<file path="config.mk">
export PLATFORM = sky130hd
export DESIGN_NAME = vga_plot_arbiter
export DESIGN_NICKNAME = d
export VERILOG_FILES = /design/src/rtl/vga_plot_arbiter.sv
export SDC_FILE = /design/constraint.sdc
export NUM_CORES = 1
export LEC_CHECK = 0
export BUFFER_PORTS_ARGS = -buffer_cell sky130_fd_sc_hd__buf_2
export CORE_MARGIN = 10
export CORE_UTILIZATION = 56
export CTS_CLUSTER_SIZE = 14
export DETAILED_ROUTE_END_ITERATION = 16
export GPL_ROUTABILITY_DRIVEN = 0
export PLACE_DENSITY = 0.93
export RECOVER_POWER = 50
export SLEW_MARGIN = 40
export SYNTH_ARGS = -nofsm -noshare
export SYNTH_HDL_FRONTEND = slang
export SYNTH_SLANG_ARGS = --single-unit
</file>
<file path="constraint.sdc">
create_clock -name CLOCK_50 -period 4.7 [get_ports CLOCK_50]
set_input_delay 0.235 -clock CLOCK_50 [delete_from_list [all_inputs] [get_ports CLOCK_50]]
set_output_delay 0.235 -clock CLOCK_50 [all_outputs]
set_load 0.01 [all_outputs]
</file>
<file path="src/rtl/vga_plot_arbiter.sv">
// Two-requester pixel plot arbiter with a full-screen clear sweep feeding one VGA pixel port.
// Define VGA_PLOT_CLIP_EN to acknowledge off-screen requests without plotting them.
module vga_plot_arbiter #(
  parameter int unsigned XRES = 160,
  parameter int unsigned YRES = 120
) (
  input  logic       CLOCK_50,
  input  logic       resetn,
  input  logic       req0,
  input  logic       req1,
  input  logic [9:0] x0,
  input  logic [9:0] x1,
  input  logic [8:0] y0,
  input  logic [8:0] y1,
  input  logic [2:0] c0,
  input  logic [2:0] c1,
  output logic       ack0,
  output logic       ack1,
  input  logic       clear,
  input  logic [2:0] clear_color,
  output logic       busy,
  output logic       done,
  output logic [9:0] VGA_X,
  output logic [8:0] VGA_Y,
  output logic [2:0] VGA_COLOR,
  output logic       plot
);

  localparam int unsigned XW = 10;
  localparam int unsigned YW = 9;
  localparam int unsigned CW = 3;

  typedef enum logic {
    IDLE  = 1'b0,
    CLEAR = 1'b1
  } state_e;

  state_e        state_q, state_d;
  logic          ptr_q, ptr_d;
  logic          ack0_q, ack0_d;
  logic          ack1_q, ack1_d;
  logic          busy_q, busy_d;
  logic          done_q, done_d;
  logic          plot_q, plot_d;
  logic [XW-1:0] vga_x_q, vga_x_d;
  logic [YW-1:0] vga_y_q, vga_y_d;
  logic [CW-1:0] vga_color_q, vga_color_d;
  logic [XW-1:0] cnt_x_q, cnt_x_d;
  logic [YW-1:0] cnt_y_q, cnt_y_d;
  logic [CW-1:0] clr_color_q, clr_color_d;

  logic          elig0, elig1, sel0, sel1;
  logic [XW-1:0] gnt_x;
  logic [YW-1:0] gnt_y;
  logic [CW-1:0] gnt_c;
  logic          gnt_on_screen;

  // A request already being acknowledged this cycle is still held; skip it to avoid a double grant.
  assign elig0 = req0 & ~ack0_q;
  assign elig1 = req1 & ~ack1_q;
  assign sel1  = elig1 & (~elig0 | ptr_q);
  assign sel0  = elig0 & ~sel1;

  assign gnt_x = sel1 ? x1 : x0;
  assign gnt_y = sel1 ? y1 : y0;
  assign gnt_c = sel1 ? c1 : c0;

`ifdef VGA_PLOT_CLIP_EN
  assign gnt_on_screen = (32'(gnt_x) < XRES) && (32'(gnt_y) < YRES);
`else
  assign gnt_on_screen = 1'b1;
`endif

  // Next-state and registered-output logic.
  always_comb begin
    state_d     = state_q;
    ptr_d       = ptr_q;
    ack0_d      = 1'b0;
    ack1_d      = 1'b0;
    busy_d      = 1'b0;
    done_d      = 1'b0;
    plot_d      = 1'b0;
    vga_x_d     = vga_x_q;
    vga_y_d     = vga_y_q;
    vga_color_d = vga_color_q;
    cnt_x_d     = cnt_x_q;
    cnt_y_d     = cnt_y_q;
    clr_color_d = clr_color_q;

    case (state_q)
      IDLE: begin
        if (clear) begin
          state_d     = CLEAR;
          busy_d      = 1'b1;
          clr_color_d = clear_color;
          cnt_x_d     = '0;
          cnt_y_d     = '0;
        end else if (sel0 || sel1) begin
          ack0_d = sel0;
          ack1_d = sel1;
          ptr_d  = sel0;
          if (gnt_on_screen) begin
            plot_d      = 1'b1;
            vga_x_d     = gnt_x;
            vga_y_d     = gnt_y;
            vga_color_d = gnt_c;
          end
        end
      end

      CLEAR: begin
        plot_d      = 1'b1;
        busy_d      = 1'b1;
        vga_x_d     = cnt_x_q;
        vga_y_d     = cnt_y_q;
        vga_color_d = clr_color_q;
        if (cnt_x_q == XW'(XRES - 1)) begin
          cnt_x_d = '0;
          if (cnt_y_q == YW'(YRES - 1)) begin
            cnt_y_d = '0;
            done_d  = 1'b1;
            state_d = IDLE;
          end else begin
            cnt_y_d = cnt_y_q + YW'(1);
          end
        end else begin
          cnt_x_d = cnt_x_q + XW'(1);
        end
      end

      default: state_d = IDLE;
    endcase
  end

  always_ff @(posedge CLOCK_50) begin
    if (!resetn) begin
      state_q     <= IDLE;
      ptr_q       <= 1'b0;
      ack0_q      <= 1'b0;
      ack1_q      <= 1'b0;
      busy_q      <= 1'b0;
      done_q      <= 1'b0;
      plot_q      <= 1'b0;
      vga_x_q     <= '0;
      vga_y_q     <= '0;
      vga_color_q <= '0;
      cnt_x_q     <= '0;
      cnt_y_q     <= '0;
      clr_color_q <= '0;
    end else begin
      state_q     <= state_d;
      ptr_q       <= ptr_d;
      ack0_q      <= ack0_d;
      ack1_q      <= ack1_d;
      busy_q      <= busy_d;
      done_q      <= done_d;
      plot_q      <= plot_d;
      vga_x_q     <= vga_x_d;
      vga_y_q     <= vga_y_d;
      vga_color_q <= vga_color_d;
      cnt_x_q     <= cnt_x_d;
      cnt_y_q     <= cnt_y_d;
      clr_color_q <= clr_color_d;
    end
  end

  assign ack0      = ack0_q;
  assign ack1      = ack1_q;
  assign busy      = busy_q;
  assign done      = done_q;
  assign plot      = plot_q;
  assign VGA_X     = vga_x_q;
  assign VGA_Y     = vga_y_q;
  assign VGA_COLOR = vga_color_q;

endmodule

</file>
==> Word level (Yosys, flattened, before mapping) <==
Cells that the tools add are included.
{ "classes": {"addsub": 2, "eq_ne": 6, "muxes": 28, "n_bitwise": 13, "reduce_logical": 7} }
{ "op_table": {"columns": ["cell", "n"], "rows": [
  ["2-to-1 mux 9 bit", 6],
  ["2-to-1 mux 10 bit", 5],
  ["one-hot mux 10 bit (2 select lines)", 2],
  ["one-hot mux 9 bit (2 select lines)", 2],
  ["adder 10 x 1 -> 10 bit (second input constant)", 1],
  ["== test 10 x 8 -> 1 bit (second input constant)", 1],
  ["adder 9 x 1 -> 9 bit (second input constant)", 1],
  ["== test 9 x 7 -> 1 bit (second input constant)", 1],
  ["2-to-1 mux 3 bit", 3],
  ["NOT 1 bit", 8],
  ["2-to-1 mux 1 bit", 6],
  ["!= test 2 bit (second input constant)", 3],
  ["one-hot mux 1 bit (2 select lines)", 3],
  ["one-hot mux 3 bit (2 select lines)", 1],
  ["AND reduction 2 bit", 3],
  ["AND reduction 3 bit", 2],
  ["bitwise AND 1 bit", 4],
  ["OR reduction 4 bit", 1],
  ["!= test 2 x 1 -> 1 bit (second input constant)", 1],
  ["logical OR 1 bit", 1],
  ["bitwise OR 1 bit", 1]
]} }
{ "word_totals": {"regBits": 51, "out_inout_bits": 27, "elab_cells": 69} }

==> Depth between registers and ports, before layout <==
{ "logic_depth": {"word_depth": 11, "depth_mapped": 7, "depth_no_buf": 5} }

==> Least setup slack after synthesis <==
Ideal clock, no wire load.
{ "synth_timing": {"path_kind": "flip-flop to flip-flop", "start": "register cnt_x_q[0]", "end": "register cnt_y_q[8]", "setup_ns": 0.122, "arrival_ns": 1.658, "required_time_ns": 4.578, "setup_slack_ns": 2.921, "stages_incl_launch_ff": 8, "path_buffers": 2, "path_cell_list": "dfxtp_1 > ha_1 > and4_1 > buf_2 > nand4_2 > and3_4 > buf_6 > a221o_1"} }
{ "synth_between": {"elab_chain_len": 3} }
{ "synth_rtl": {"columns": ["element", "line", "source"], "rows": [
  ["start, declared", "48", "logic [XW-1:0] cnt_x_q, cnt_x_d;"],
  ["start signal, assigned", "161", "cnt_x_q <= cnt_x_d;"],
  ["== test 10 x 8 -> 1 bit", "117", "if (cnt_x_q == XW'(XRES - 1)) begin"],
  ["!= test 2 x 1 -> 1 bit (no source line)", null, null],
  ["AND reduction 2 bit (no source line)", null, null],
  ["end signal, assigned", "162", "cnt_y_q <= cnt_y_d;"],
  ["end, declared", "49", "logic [YW-1:0] cnt_y_q, cnt_y_d;"]
]} }
Every way passes these cells.
A chain may end at the register's enable or synchronous reset.

==> Worst setup path after layout <==
{ "layout_timing": {"start": "register state_q", "end": "register cnt_x_q[7]"} }
{ "layout_between": {"elab_chain_len": 2, "word_cells_on_any_way": 3, "cone_classes": "1 x eq/ne; 1 x mux; 1 x bitwise"} }
{ "layout_rtl": {"columns": ["element", "line", "source"], "rows": [
  ["start, declared", "38", "state_e state_q, state_d;"],
  ["start signal, assigned", "151", "state_q <= state_d;"],
  ["NOT 1 bit (no source line)", null, null],
  ["one-hot mux 10 bit (2 select lines) / != test 2 bit (equally long branches)", null, null]
]} }
Several ways; a longest one is shown, not always the timed one.

==> summary.md <==
| Metric | Value |
|---|---|
| Slowest library cell on the worst path | dfxtp_1 |
| Leakage | 1.16 nW |
| Post-DR vias/cell | 5.85 |
| Post-Syn Instances | 360 |
| Final min period | 3040 ps |
| Worst slew pin tran | 1800 ps |
| Final setup vio count | 0 |
| Core footprint | 4790 um2 |
| Peak VDD IR | 0.000236 V |
| Via count | 2827 |
| Main combinational cell family by area after synthesis | compound AO/OA/AOI/OAI gates |
| Max_cap viols | 1 |
| Top FF cell, synth | dfxtp_1 |
| Hold-fix buffers, CTS | 0 |
| Yosys reg bits | 51 |
| Total die area | 8230 um2 |
| DRC viols | 0 |
| Hold wc startpoint | clear_color[2] |
| Synth-to-layout area growth | 14.3% |
| Nature of the critical path endpoint | flip-flop |
| Adder-cell share of the synthesized area | 0.00893 |
| Startpoint Class | flip-flop |
| DP HPWL | 5670 um |
| First-pass GRT wire length | 12700 um |
| Routed wire length | 7690 um |
| Part of the cycle the worst path needs | 0.646 |
| PwrDens | 262 nW/um2 |
| Die Y | 90.7 um |
| Overflow left after global routing | 0 |
| HP Class | in -> reg |
| Post-cts sizing count | 0 |
| R2r setup slk | 1660 ps |
| Max-slew violation count | 62 |
| Clock-pin slew on the worst setup and hold paths | 90 ps |
| Core Rows | 25 |
| Total iterations of the first detailed-routing run | 5 |
| RSZ-0062 raised after global routing | no |
| Synth Area in Simple Gates | 0.216 |
| Multiplexer share of the synthesized area | 0.0107 |
| Most frequent cells in the layout | dfxtp_1, buf_2, nand2_1, clkbuf_1 |
| Post-route ant nets | 0 |
| Synth Area in XOR/XNOR | 0.0125 |
| CTS tree | yes |
| Vias in the first global route | 2568 |
| Port bufs | 78 |
| # IOs | 79 |
| Fin nets | 469 |
| DR iter-0 viols | 321 |
| Post-synth EDFFs | 0 |
| CP most frequent cell | a31oi_1 |
| Cells along the critical path | nand2_1, a31oi_1, a41oi_1, a31oi_1 |
| Sequential share of the synthesized area | 0.364 |
| Tot Pwr | 0.839 mW |
| Slowest stage delay, CP | 1550 ps |
| Peak Freq | 0.329 GHz |
| CP delay by family, top | flip-flops |
| Cell area after synthesis | 2800 um2 |
| Worst path bufs/invs | 0 |
| Worst skew pair latency | 310 ps |
| Setup bufs post-CTS | 0 |
| Compound-gate portion of the synthesized area | 0.304 |
| CTS Buffer Depth | 2 |
| Critical R2R Capture | cnt_x_q[7] |
| Clock Tree Root | clkbuf_8 |
| Largest net degree at the start of global routing | 62 |
| Hold EP | clr_color_q[2] |
| Syn Nets | 414 |
| Synth unique cells | 51 |
| Critical path type | reg -> reg |
| Fin Clk Skew | 5.81 ps |
| Initial antenna violation count | 0 |
| Worst path required time | 4940 ps |
| Total GRT Usage | 0.182 |
| Starting density of the core | 0.585 |
| Hold depth | 3 |
| H-tree levels | 2 |
| Status | complete, but fails checks |
| DIE WIDTH | 90.7 um |
| Setup TNS | 0 ps |
| Maximum net fanout on the critical path | 61 |
| R2R cell count | 4 |
| Async SR Flop Fraction | 0 |
| CTS Buf Count | 5 |
| Arrival time at the worst endpoint | 3280 ps |
| Synth Warn # | 0 |
| Max-slew headroom | -0.203 |
| Layout cells sized above 1 | 0.175 |
| Sink Count | 51 |
| Final hold slack | 154 ps |
| Failing checks | capacitance limit, slew limit |
| Syn_area_per_cell | 7.78 um2 |
| Ant. Diodes | 0 |
| Drt wl/cell | 15.9 um |
| Number of hold violations in the final report | 0 |
| FF-to-FF Start | state_q |
==> tightest hold or removal path, cell delays in order <==
cell and delay (ps):
buf_2 70, mux2i_1 50, nor2_1 70
==> logic make-up after synthesis <==
group           after synthesis
compound gates              128
xor+xnor                      4
fa+ha+maj                     2
buf+inv                      57
flops                        51
mux                           3
simple gates                115
==> report_power, final <==
part           internal, mW  leakage, nW  switching (mW)
clock                 0.105       0.0422           0.142
sequential            0.447        0.415          0.0184
combinational        0.0505        0.706          0.0757
total                 0.602         1.16           0.236
==> sequential cells by signal, summed over array words and instances, names as in the netlist <==
signal       cells
state_q          1
VGA_X           10
ack0             1
ack1             1
VGA_Y            9
busy             1
cnt_y_q          9
plot             1
done             1
ptr_q            1
VGA_COLOR        3
clr_color_q      3
cnt_x_q         10
==> worst max-delay path by stage <==
stage / start / to / slack [ps] / cells after the start
detailed placement: cnt_x_q[0] / cnt_x_q[8] / 2720 / 5
floorplan: cnt_x_q[0] / cnt_y_q[8] / 2920 / 7
CTS: cnt_x_q[0] / cnt_x_q[8] / 2720 / 5
finish: state_q / cnt_x_q[7] / 1660 / 4
global route: state_q / cnt_x_q[7] / 1320 / 4
global placement: state_q / VGA_X[5] / 2560 / 5
==> layout make-up <==
class	instances	area, um2
Tap cell	67	83.8
Sequential cell	51	1020
Clock inverter	1	5.00
Multi-Input combinational cell	252	1550
Fill cell	381	1580
Inverter	25	93.8
Clock buffer	7	76.3
Timing Repair Buffer	80	372
==> synth_stat cells, drive strengths merged, types with 3 or more instances <==
| master | count | area share |
|---|---|---|
| a21oi | 27 | 0.048 |
| nand2b | 3 | 0.0067 |
| or3 | 3 | 0.0067 |
| nor4 | 5 | 0.017 |
| and3 | 3 | 0.0089 |
| clkbuf | 26 | 0.035 |
| inv | 25 | 0.033 |
| a211oi | 4 | 0.011 |
| nand3 | 29 | 0.054 |
| nand4 | 5 | 0.013 |
| nand2 | 37 | 0.050 |
| buf | 6 | 0.015 |
| a21o | 3 | 0.0094 |
| o21a | 23 | 0.062 |
| nor3 | 4 | 0.0071 |
| o21ai | 29 | 0.052 |
| dfxtp | 51 | 0.36 |
| mux2i | 3 | 0.011 |
| o31ai | 23 | 0.062 |
| xnor2 | 3 | 0.0094 |
| nor2b | 3 | 0.0067 |
| nor2 | 11 | 0.015 |
| a31oi | 7 | 0.018 |
==> routing by layer <==
| layer | routed length [um] | part of all wire | global-route usage | vias to the layer above |
|---|---|---|---|---|
| li1 | - | - | - | 1413 |
| met1 | 3310 | 0.43 | 0.229 | 1269 |
| met2 | 3630 | 0.47 | 0.289 | 129 |
| met3 | 629 | 0.082 | 0.0565 | 16 |
| met4 | 121 | 0.016 | 0.0570 | 0 |
| met5 | 0 | 0 | 0 | - |
==> through the flow <==
step / setup WS (ps) / util / cells / area, um2
after global routing: 1320 / 0.669 / 483 / 3200
final: 1660 / 0.669 / 483 / 3200
after global placement: 2560 / 0.660 / 475 / 3160
after floorplan: 2920 / - / 360 / 2800
after detailed placement: 2720 / 0.661 / 475 / 3170
after CTS: 2720 / 0.678 / 483 / 3250
Note: power is estimated with default switching activity, not from simulation.
